File: src/rtl/restoring_div_seq.sv
// Sequential restoring divider: one quotient bit per clock, WIDTH iterations per division.
// Optional div_by_zero result flag is built when DIV_BY_ZERO_FLAG_EN is defined.
module restoring_div_seq #(
   parameter int WIDTH = 4
) (
   input  logic             clk,
   input  logic             rst_n,
   input  logic             start,
   input  logic [WIDTH-1:0] dividend,
   input  logic [WIDTH-1:0] divisor,
   output logic             busy,
   output logic             done,
   output logic [WIDTH-1:0] quotient,
   output logic [WIDTH-1:0] remainder
`ifdef DIV_BY_ZERO_FLAG_EN
   ,
   output logic             div_by_zero
`endif
);

   localparam int CNT_W = $clog2(WIDTH + 1);

   typedef enum logic [1:0] {
      IDLE = 2'd0,
      RUN  = 2'd1,
      DONE = 2'd2
   } state_t;

   state_t state_reg;
   state_t state_next;

   logic [WIDTH:0]   a_reg;
   logic [WIDTH-1:0] q_reg;
   logic [WIDTH-1:0] m_reg;
   logic [CNT_W-1:0] cnt_reg;

   logic [WIDTH:0]   a_shift;
   logic [WIDTH:0]   trial;
   logic [WIDTH:0]   a_next;
   logic [WIDTH-1:0] q_next;
   logic             accept;
   logic             last_iter;

   assign accept    = (state_reg == IDLE) && start;
   assign last_iter = (state_reg == RUN) && (cnt_reg == CNT_W'(WIDTH - 1));

   // One restoring step: shift {A,Q}, trial-subtract M, keep the difference only if non-negative.
   always_comb begin
      a_shift = {a_reg[WIDTH-1:0], q_reg[WIDTH-1]};
      trial   = a_shift - {1'b0, m_reg};
      q_next  = q_reg << 1;
      if (trial[WIDTH]) begin
         a_next    = a_shift;
         q_next[0] = 1'b0;
      end else begin
         a_next    = trial;
         q_next[0] = 1'b1;
      end
   end

   always_ff @(posedge clk or negedge rst_n) begin
      if (!rst_n) begin
         state_reg <= IDLE;
      end else begin
         state_reg <= state_next;
      end
   end

   always_comb begin
      state_next = state_reg;
      case (state_reg)
         IDLE:    if (start) state_next = RUN;
         RUN:     if (last_iter) state_next = DONE;
         DONE:    state_next = IDLE;
         default: state_next = IDLE;
      endcase
   end

   always_comb begin
      busy = 1'b0;
      done = 1'b0;
      case (state_reg)
         RUN:     busy = 1'b1;
         DONE:    done = 1'b1;
         default: ;
      endcase
   end

   always_ff @(posedge clk or negedge rst_n) begin
      if (!rst_n) begin
         a_reg     <= '0;
         q_reg     <= '0;
         m_reg     <= '0;
         cnt_reg   <= '0;
         quotient  <= '0;
         remainder <= '0;
      end else if (accept) begin
         a_reg   <= '0;
         q_reg   <= dividend;
         m_reg   <= divisor;
         cnt_reg <= '0;
      end else if (state_reg == RUN) begin
         a_reg   <= a_next;
         q_reg   <= q_next;
         cnt_reg <= cnt_reg + CNT_W'(1);
         if (last_iter) begin
            quotient  <= q_next;
            remainder <= a_next[WIDTH-1:0];
         end
      end
   end

`ifdef DIV_BY_ZERO_FLAG_EN
   always_ff @(posedge clk or negedge rst_n) begin
      if (!rst_n) begin
         div_by_zero <= 1'b0;
      end else if (last_iter) begin
         div_by_zero <= (m_reg == '0);
      end
   end
`endif

endmodule

File: config.mk
export PLATFORM = sky130hd
export DESIGN_NAME = restoring_div_seq
export DESIGN_NICKNAME = d
export VERILOG_FILES = /design/src/rtl/restoring_div_seq.sv
export SDC_FILE = /design/constraint.sdc
export NUM_CORES = 1
export LEC_CHECK = 0
export CAP_MARGIN = 20
export CORE_MARGIN = 2
export CORE_UTILIZATION = 26
export DETAILED_ROUTE_END_ITERATION = 12
export PLACE_DENSITY = 0.46
export SYNTH_ARGS = -nofsm -noshare
export SYNTH_HDL_FRONTEND = slang
export SYNTH_SLANG_ARGS = --single-unit
File: constraint.sdc
create_clock -name clk -period 2.1 [get_ports clk]
set_input_delay 0.525 -clock clk [delete_from_list [all_inputs] [get_ports clk]]
set_output_delay 0.525 -clock clk [all_outputs]
set_load 0.05 [all_outputs]
=== After elaboration in Yosys (flattened, before gate mapping) ===
Cells that the tools add are included.

* Register bits after elaboration: 25
* Input bits: 11
* Output and inout bits: 10
* Logic and storage cells: 34

* Add/subtract/negate cells: 2
* Equal/unequal tests: 5
* Multiplexer cells: 13
* Bitwise operators: 1
* Reductions and logical operators: 6

{| class="wikitable"
|+ Operators with widths
! operator !! number
|-
| $mux W4 || 5
|-
| $mux W3 || 2
|-
| $sub A5 B4 Y5 || 1
|-
| $mux W2 || 2
|-
| $ne A2 B2 Y1 const B || 2
|-
| $pmux W2 S2 || 1
|-
| $add A3 B1 Y3 const B || 1
|-
| $eq A3 B2 Y1 const B || 1
|-
| $mux W1 || 3
|-
| $reduce_and A3 Y1 || 1
|-
| $eq A2 B1 Y1 const B || 1
|-
| $eq A2 B2 Y1 const B || 1
|-
| $logic_and A1 B1 Y1 || 2
|-
| $logic_not A2 Y1 || 1
|-
| $reduce_and A2 Y1 || 1
|-
| $reduce_bool A2 Y1 || 1
|-
| $not A1 Y1 || 1
|}

=== Logic depth before layout (Yosys ltp) ===
Gate-level depths: netlist of run 1.

* Word-level depth: 4
* Depth in mapped cells: 8
* Depth with buffers taken out: 8

=== Least setup slack after synthesis of run 1 ===
Ideal clock, no wire load.

* Path kind: register -> register
* From: reg q_reg[3]
* To: reg a_reg[0]
* Library setup time: 76 ps
* Arrival time: 1992 ps
* Required time: 2024 ps
* Setup slack: 31 ps
* Stages on the path, launching flop included: 9
* Path buffers: 0
* Clock period less this slack: 2069 ps
* Cells stage by stage: dfrtp_1 > inv_1 > ha_1 > fa_1 > nand2b_1 > a21oi_2 > xor2_4 > mux2_4 > o21ai_1

* Longest elaborated chain between the ends: 4

{| class="wikitable"
|+ Ends and longest elaborated chain
! item !! line !! source
|-
| from (decl) || 33 || <nowiki>logic [WIDTH-1:0] q_reg;</nowiki>
|-
| from (signal assigned) || 99 || <nowiki>q_reg <= dividend;</nowiki>
|-
| from (signal assigned) || 104 || <nowiki>q_reg <= q_next;</nowiki>
|-
| $sub A5 B4 Y5 || 50 || <nowiki>trial = a_shift - {1'b0, m_reg};</nowiki>
|-
| $mux W4 (*) || 52 || <nowiki>if (trial[WIDTH]) begin</nowiki>
|-
| $mux W4 (*) || 102 || <nowiki>end else if (state_reg == RUN) begin</nowiki>
|-
| $mux W4 (*) || 97 || <nowiki>end else if (accept) begin</nowiki>
|-
| to (signal assigned) || 103 || <nowiki>a_reg <= a_next;</nowiki>
|-
| to (decl) || 32 || <nowiki>logic [WIDTH:0] a_reg;</nowiki>
|}

Every way passes the cells marked *; elsewhere a longest branch is shown, timed or not. The select of a mux whose other input is x is not followed.
A chain may end at the register's enable or synchronous reset.

=== Final worst setup path of run 1 ===
* From: reg m_reg[0]
* To: reg a_reg[0]

* Longest elaborated chain between the ends: 4

{| class="wikitable"
|+ Ends and longest elaborated chain
! item !! line !! source
|-
| from (decl) || 34 || <nowiki>logic [WIDTH-1:0] m_reg;</nowiki>
|-
| from (signal assigned) || 100 || <nowiki>m_reg <= divisor;</nowiki>
|-
| $sub A5 B4 Y5 || 50 ||
|-
| $mux W4 || 52 ||
|-
| $mux W4 || 102 ||
|-
| $mux W4 || 97 ||
|}

Every way passes these cells. The select of a mux whose other input is x is not followed.

==> flow_summary.toml, run 1 <==
[placement]
globalplace.congestion = 0.690
io_buffers = 20
dp_cells = 185
dpl.hpwl_microns = 1710
placed_area_sq_um = 1500

[clock_tree]
path_clk_slew_ns = 0.10
cts.path.max_buffers = 2
htree_levels = 1
cts_sinks = 25
cts_root_buf = "clkbuf_8"
insertion_delay_ns = 0.27
cts_tree = "built"
cts_made_buffers = 3

[timing]
max_slew.worst_pin.slew_ns = 0.639
setup_violations = 0
finalMaxSlewViolations = 0
period_share = 0.965
fmax_mhz = 493
finalClockSkew_ns = 0.00670
timing.slew.headroom = 0.573
setup_tns_ns = 0
period_minus_slack_ns = 2.03
finalHoldViolCount = 0
rsz0062_at_grt = "yes"

[logic_synthesis]
synth_top_cell_area_share = 0.529
syn_inst = 108
synth_top_area_cell = "dfrtp_1"
synthesis.nets = 126
yosysSeqAreaShare = 0.529
ys_types = 28
ys.warnings.count = 0
synthTopCellsByArea = "dfrtp_1, nand2_1, ha_1, o21ai_1, mux2_2"
syn-cell-area_sq_um = 1180
ys_seq_elements = 25
avgSynthCellArea_sq_um = 10.9

[routing]
vias_per_cell = 4.51
vias = 852
wire_per_inst_microns = 12.5
postRouteAntennaNets = 0
dr.pass1.iters = 4
wirelength_microns = 2360
drt_iter0_drc = 51
drc = 0

[global_route]
antenna_found_initial = 0
grt_max_degree = 26
grt_pass1_vias = 875
grt_pass1_wl_microns = 4160
grt_use_total = 0.107
grt_remaining_overflow = 0

[setup_path]
start_kind = "register"
cp_num_buf_inv = 0
critPathMaxFanout = 5
worst-setup-path-type = "register to register"
slowest_delay_ns = 0.40
path_cells = "ha_2 > fa_2 > nand2b_4 > a21oi_4 > xor2_4 > mux2_4 > o21ai_2"
cp.arrival_ns = 2.24
crit_slowest_cell = "dfrtp_1"
required_ns = 2.31
path_delay_family = "adder cells"
worst_setup_path_end_kind = "register"

[worst_hold_path]
min_path_type = "register to register"

[run_status]
run_status = "finished clean"

[final_layout]
fin_cells = 189
finish.net_count = 156
mostFrequentLayoutCells = "dfrtp_1, nand2_1, clkdlybuf4s50_1"
final_area_sq_um = 1590
final_layout_size_suffix_gt1_frac = 0.226
layout_commonest_cell = "dfrtp_1"
area_growth_pct = 34.4
fillers = 441
diodes = 0

[die]
die-area_sq_um = 5100
die_h_microns = 71.4
initial_utilization = 0.272
rows = 24
io_pins = 21
core_sq_um = 4350
die_w_microns = 71.4

[run]
cap_viol_max_count = 0
[synthesized netlist by cell type]
cell and instances:
nand2b_1 2, clkbuf_1 1, o22ai_1 1, dfrtp_1 25
o21bai_1 1, a21oi_2 1, mux2_4 2, fa_1 1
a21oi_1 1, inv_4 1, nor2_1 3, nor3_1 1
a221o_1 1, nor2b_1 1, o21ai_0 6, xor2_4 1
ha_1 6, mux2i_1 2, mux2_2 3, o21ai_1 8
nand2_1 23, inv_1 7, nor3b_2 1, xor2_1 1
xnor2_1 1, a22oi_1 3, mux2_1 2, buf_2 2
[cell type report]
| class | instances | area, sq um | area share |
|---|---|---|---|
| Timing Repair Buffer | 28 | 268 | 0.169 |
| Clock buffer | 3 | 41.3 | 0.0260 |
| Tap cell | 52 | 65.1 | 0.0409 |
| Multi-Input combinational cell | 72 | 549 | 0.346 |
| Inverter | 8 | 32.5 | 0.0205 |
| Sequential cell | 25 | 626 | 0.394 |
| Clock inverter | 1 | 7.51 | 0.00472 |
[through the flow]
stage	setup slack [ns]	hold slack, ns	utilization
5_1_grt	-0.0287	0.518	0.365
3_3_place_gp	-0.0217	0.470	0.345
4_1_cts	0.00953	0.498	0.361
6_report	0.0733	0.487	0.365
2_1_floorplan	0.0313	0.229	-
3_5_place_dp	-0.0352	0.476	0.345
[worst paths after layout]
kind | startpoint | to | slack [ns] | depth (start not counted)
min | remainder[3] | remainder[3] | 0.49 | 2
max | m_reg[0] | a_reg[0] | 0.07 | 7
min in group asynchronous | rst_n | q_reg[1] | 0.61 | 2
max in group asynchronous | rst_n | cnt_reg[1] | 1.25 | 2
min reg2reg | remainder[3] | remainder[3] | 0.49 | 2
max reg2reg | m_reg[0] | a_reg[0] | 0.07 | 7
[cells by family (layout without fill, tap and decap cells)]
logic type                 after synthesis  count (layout)  share of synthesized area
buffers and inverters                   11              40                     0.0392
DFF                                     25              25                      0.529
adders and majority gates                7               7                     0.0804
and+or+nand+nor                         31              31                      0.113
AOI/OAI and AO/OA                       22              22                      0.110
xor gates and xnor gates                 3               3                     0.0381
muxes                                    9               9                     0.0899
[worst min-delay path, cell delays in order (launching register included)]
cell	delay, ns
dfrtp_1	0.35
nand2_1	0.05
o21ai_1	0.06
[per-layer routing]
layer,global-route usage,share of wire
met3,0.0183,0.031
met1,0.145,0.48
met5,0,0
met2,0.166,0.46
met4,0.0566,0.026
[repair_timing]
item	4_1_cts	5_1_grt
gates resized for setup	4	5
hold buffers	0	0
setup endpoints to repair	8	8
pin swaps	1	1
buffers inserted	0	0
gates cloned	0	0
Power of run 1 is not shown: default switching activity piles up to over one toggle a cycle in this logic, so the estimate is an artifact.
==> run 2: changes to the inputs <==
--- a/config.mk
+++ b/config.mk
@@ -9,6 +9,7 @@
 export CORE_MARGIN = 2
 export CORE_UTILIZATION = 26
 export DETAILED_ROUTE_END_ITERATION = 12
+export GPL_TIMING_DRIVEN = 0
 export PLACE_DENSITY = 0.46
 export SYNTH_ARGS = -nofsm -noshare
 export SYNTH_HDL_FRONTEND = slang
==> flow_summary.toml, run 2 (synthesis gave the netlist of run 1 again) <==
[run_status]
run_status = "finished clean"

[routing]
vias_per_cell = 4.39
dr.pass1.iters = 4
vias = 829
drc = 0
drt_iter0_drc = 28
wire_per_inst_microns = 12.4
postRouteAntennaNets = 0
wirelength_microns = 2340

[final_layout]
finish.net_count = 156
diodes = 0
area_growth_pct = 32.5
final_util = 0.360
fin_cells = 189
mostFrequentLayoutCells = "dfrtp_1, nand2_1, clkdlybuf4s50_1"
final_layout_size_suffix_gt1_frac = 0.204
fillers = 438
layout_commonest_cell = "dfrtp_1"

[timing]
fmax_mhz = 486
rsz0062_at_grt = "yes"
finalHoldViolCount = 0
setup_tns_ns = 0
period_minus_slack_ns = 2.06
whs_ns = 0.487
finalClockSkew_ns = 0.00420
setup_violations = 0
finalMaxSlewViolations = 0
max_slew.worst_pin.slew_ns = 0.617
period_share = 0.980
timing.slew.headroom = 0.588

[placement]
dp_cells = 181
io_buffers = 20
dpl.hpwl_microns = 1770
globalplace.congestion = 0.712

[clock_tree]
path_clk_slew_ns = 0.09
cts_made_buffers = 3
ctsHoldBuffers = 0
cts_tree = "built"
cts_sinks = 25
cts.path.max_buffers = 2
cts_root_buf = "clkbuf_8"
htree_levels = 1
insertion_delay_ns = 0.28

[die]
die_w_microns = 71.4
die_h_microns = 71.4
rows = 24
io_pins = 21
die-area_sq_um = 5100
initial_utilization = 0.272
core_sq_um = 4350

[run]
cap_viol_max_count = 0

[setup_path]
cp-startpoint = "q_reg[3]"
r2r_end = "a_reg[1]"
worst-setup-path-type = "register to register"
r2r_cells = 8
cp.arrival_ns = 2.27
required_ns = 2.31
timing.rr.start = "q_reg[3]"
critPathMaxFanout = 5
worst-r2r-setup-slack_ns = 0.04
crit_path_end = "a_reg[1]"
worst_setup_path_end_kind = "register"
start_kind = "register"

[global_route]
grt_pass1_vias = 834
grt_pass1_wl_microns = 4010
grt_remaining_overflow = 0
antenna_found_initial = 0
grt_use_total = 0.103
grt_max_degree = 14

[worst_hold_path]
min_path_type = "register to register"
## run 2: area by class of cell
| type | count | area [sq um] | share of cell area |
|---|---|---|---|
| clock buffer | 4 | 45.0 | 0.0288 |
| multi-input combinational | 72 | 546 | 0.348 |
| inverter | 8 | 32.5 | 0.0208 |
| timing repair buffer | 25 | 239 | 0.153 |
| buffer | 3 | 13.8 | 0.00879 |
| tap | 52 | 65.1 | 0.0415 |
| sequential | 25 | 626 | 0.399 |
## run 2: worst min-delay path by stage
stage | start | end | slack (ns) | depth (start not counted)
2_1_floorplan | rst_n | a_reg[0] | 0.23 | 0
3_3_place_gp | remainder[2] | remainder[2] | 0.47 | 2
3_5_place_dp | remainder[1] | remainder[1] | 0.48 | 2
4_1_cts | remainder[1] | remainder[1] | 0.50 | 2
5_1_grt | quotient[1] | quotient[1] | 0.51 | 1
6_report | remainder[1] | remainder[1] | 0.49 | 2
## run 2: metrics by stage
| stage | worst slack [ns] | area (sq um) |
|---|---|---|
| 2_1_floorplan | 0.0313 | 1180 |
| 3_3_place_gp | -0.169 | 1450 |
| 3_5_place_dp | -0.176 | 1460 |
| 4_1_cts | 0.00846 | 1550 |
| 5_1_grt | -0.0286 | 1570 |
| 6_report | 0.0412 | 1570 |
## run 2: timing repair
| item | in CTS | in global routing |
|---|---|---|
| buffers inserted | 2 | 2 |
| resized for setup | 9 | 6 |
| setup endpoints to repair | 10 | 9 |
| pin swaps | 2 | 3 |
## run 2: metal layers
| metal | up-vias | part of all wire | track usage |
|---|---|---|---|
| met2 | 17 | 0.45 | 0.162 |
| li1 | 420 | - | - |
| met4 | 0 | 0.029 | 0.0629 |
| met1 | 387 | 0.49 | 0.132 |
| met5 | - | 0 | 0 |
| met3 | 5 | 0.034 | 0.0197 |
## run 2: critical path, cell delays in order (launching register included)
cell and delay [ns]:
dfrtp_1 0.36, inv_2 0.05, ha_2 0.19, fa_2 0.34, nand2b_4 0.15, a21oi_4 0.17
xor2_4 0.28, mux2_4 0.34, o21ai_1 0.12
Power of run 2 is left out for the same reason.
==> run 3: changes to the inputs <==
--- a/config.mk
+++ b/config.mk
@@ -14,3 +14,4 @@
 export SYNTH_ARGS = -nofsm -noshare
 export SYNTH_HDL_FRONTEND = slang
 export SYNTH_SLANG_ARGS = --single-unit
+export TNS_END_PERCENT = 10
==> flow_summary.toml, run 3 (synthesis gave the netlist of run 1 again) <==
[routing]
postRouteAntennaNets = 0
vias_per_cell = 4.42
vias = 827
wirelength_microns = 2340
drt_iter0_drc = 26
routed.top_layer = "met4"
wl_met1_microns = 1140
drc = 0
dr.pass1.iters = 4
met3_length_microns = 79
met2_length_microns = 1050
wire_per_inst_microns = 12.5

[timing]
max_slew.worst_pin.slew_ns = 0.617
rsz0062_at_grt = "yes"
setup_tns_ns = 0
finalMaxSlewViolations = 0
fmax_mhz = 483
timing.slew.headroom = 0.587
setup_violations = 0
finalHoldViolCount = 0
worst_slack_ns = 0.0305
finalClockSkew_ns = 0.00438
period_share = 0.985
period_minus_slack_ns = 2.07

[global_route]
grt_use_total = 0.102
antenna_found_initial = 0
grt_pass1_wl_microns = 3970
grt_max_degree = 14
grt_remaining_overflow = 0
grt_pass1_vias = 827

[die]
rows = 24
die_h_microns = 71.4
die_w_microns = 71.4
io_pins = 21
die-area_sq_um = 5100
core_sq_um = 4350
initial_utilization = 0.272

[final_layout]
mostFrequentLayoutCells = "dfrtp_1, nand2_1, clkdlybuf4s50_1"
layout_commonest_cell = "dfrtp_1"
area_growth_pct = 31.5
fillers = 441
diodes = 0
finish.net_count = 154
fin_cells = 187
final_layout_size_suffix_gt1_frac = 0.200

[setup_path]
critPathMaxFanout = 5
worst-setup-path-type = "register to register"
worst_setup_path_end_kind = "register"
cp.arrival_ns = 2.28
required_ns = 2.31
r2r_cells = 8
timing.rr.start = "q_reg[3]"
worst-r2r-setup-slack_ns = 0.03
start_kind = "register"
r2r_end = "a_reg[0]"

[worst_hold_path]
min-delay-start = "remainder[1]"
holdPathStages = 2
min_path_type = "register to register"
min_to = "remainder[1]"

[clock_tree]
insertion_delay_ns = 0.28
path_clk_slew_ns = 0.09
cts_root_buf = "clkbuf_8"
cts_made_buffers = 3
htree_levels = 1
cts_tree = "built"
cts_sinks = 25
cts.path.max_buffers = 2
ctsHoldBuffers = 0

[placement]
io_buffers = 20
dp_slack_ns = -0.176
dp_cells = 181
globalplace.congestion = 0.712
dpl.hpwl_microns = 1770

[run]
cap_viol_max_count = 0

[run_status]
run_status = "finished clean"
-- run 3: stage by stage --
stage / utilization / cell area [sq um] / hold slack (ns)
2_1_floorplan: - / 1180 / 0.229
3_3_place_gp: 0.332 / 1450 / 0.468
3_5_place_dp: 0.336 / 1460 / 0.477
4_1_cts: 0.353 / 1540 / 0.497
5_1_grt: 0.357 / 1560 / 0.511
6_report: 0.357 / 1560 / 0.487
-- run 3: critical path, cell delays in order, from the launching register on --
cell,delay (ns)
dfrtp_1,0.36
inv_2,0.05
ha_2,0.19
fa_2,0.35
nand2b_4,0.16
a21oi_4,0.17
xor2_4,0.28
mux2_4,0.35
o21ai_2,0.11
-- run 3: what timing repair did --
item,CTS,global route
cloned,0,0
pin swaps,3,3
buffers inserted,1,1
setup endpoints to repair,10,9
gates resized for setup,8,8
-- run 3: layout make-up --
class	instances	area, sq um	area share
plain buffers	3	13.8	0.00885
flip-flops and latches	25	626	0.402
multi-input cells	72	549	0.353
inverters	8	32.5	0.0209
well taps	52	65.1	0.0418
clock buffers	4	45.0	0.0290
repair buffers	23	224	0.144
-- run 3: worst max path at each step --
stage / slack [ns] / from / cells after the start / to
6_report: 0.03 / q_reg[3] / 8 / a_reg[0]
5_1_grt: -0.05 / m_reg[0] / 7 / remainder[0]
4_1_cts: -0.02 / m_reg[0] / 7 / a_reg[0]
3_5_place_dp: -0.18 / q_reg[3] / 8 / a_reg[0]
3_3_place_gp: -0.17 / q_reg[3] / 8 / a_reg[0]
2_1_floorplan: 0.03 / q_reg[3] / 8 / a_reg[0]
-- run 3: layer usage --
metal	vias up	track usage
met5	-	0
met4	0	0.0629
met3	5	0.0197
met2	17	0.156
met1	388	0.132
li1	417	-
Power of run 3 is left out for the same reason.
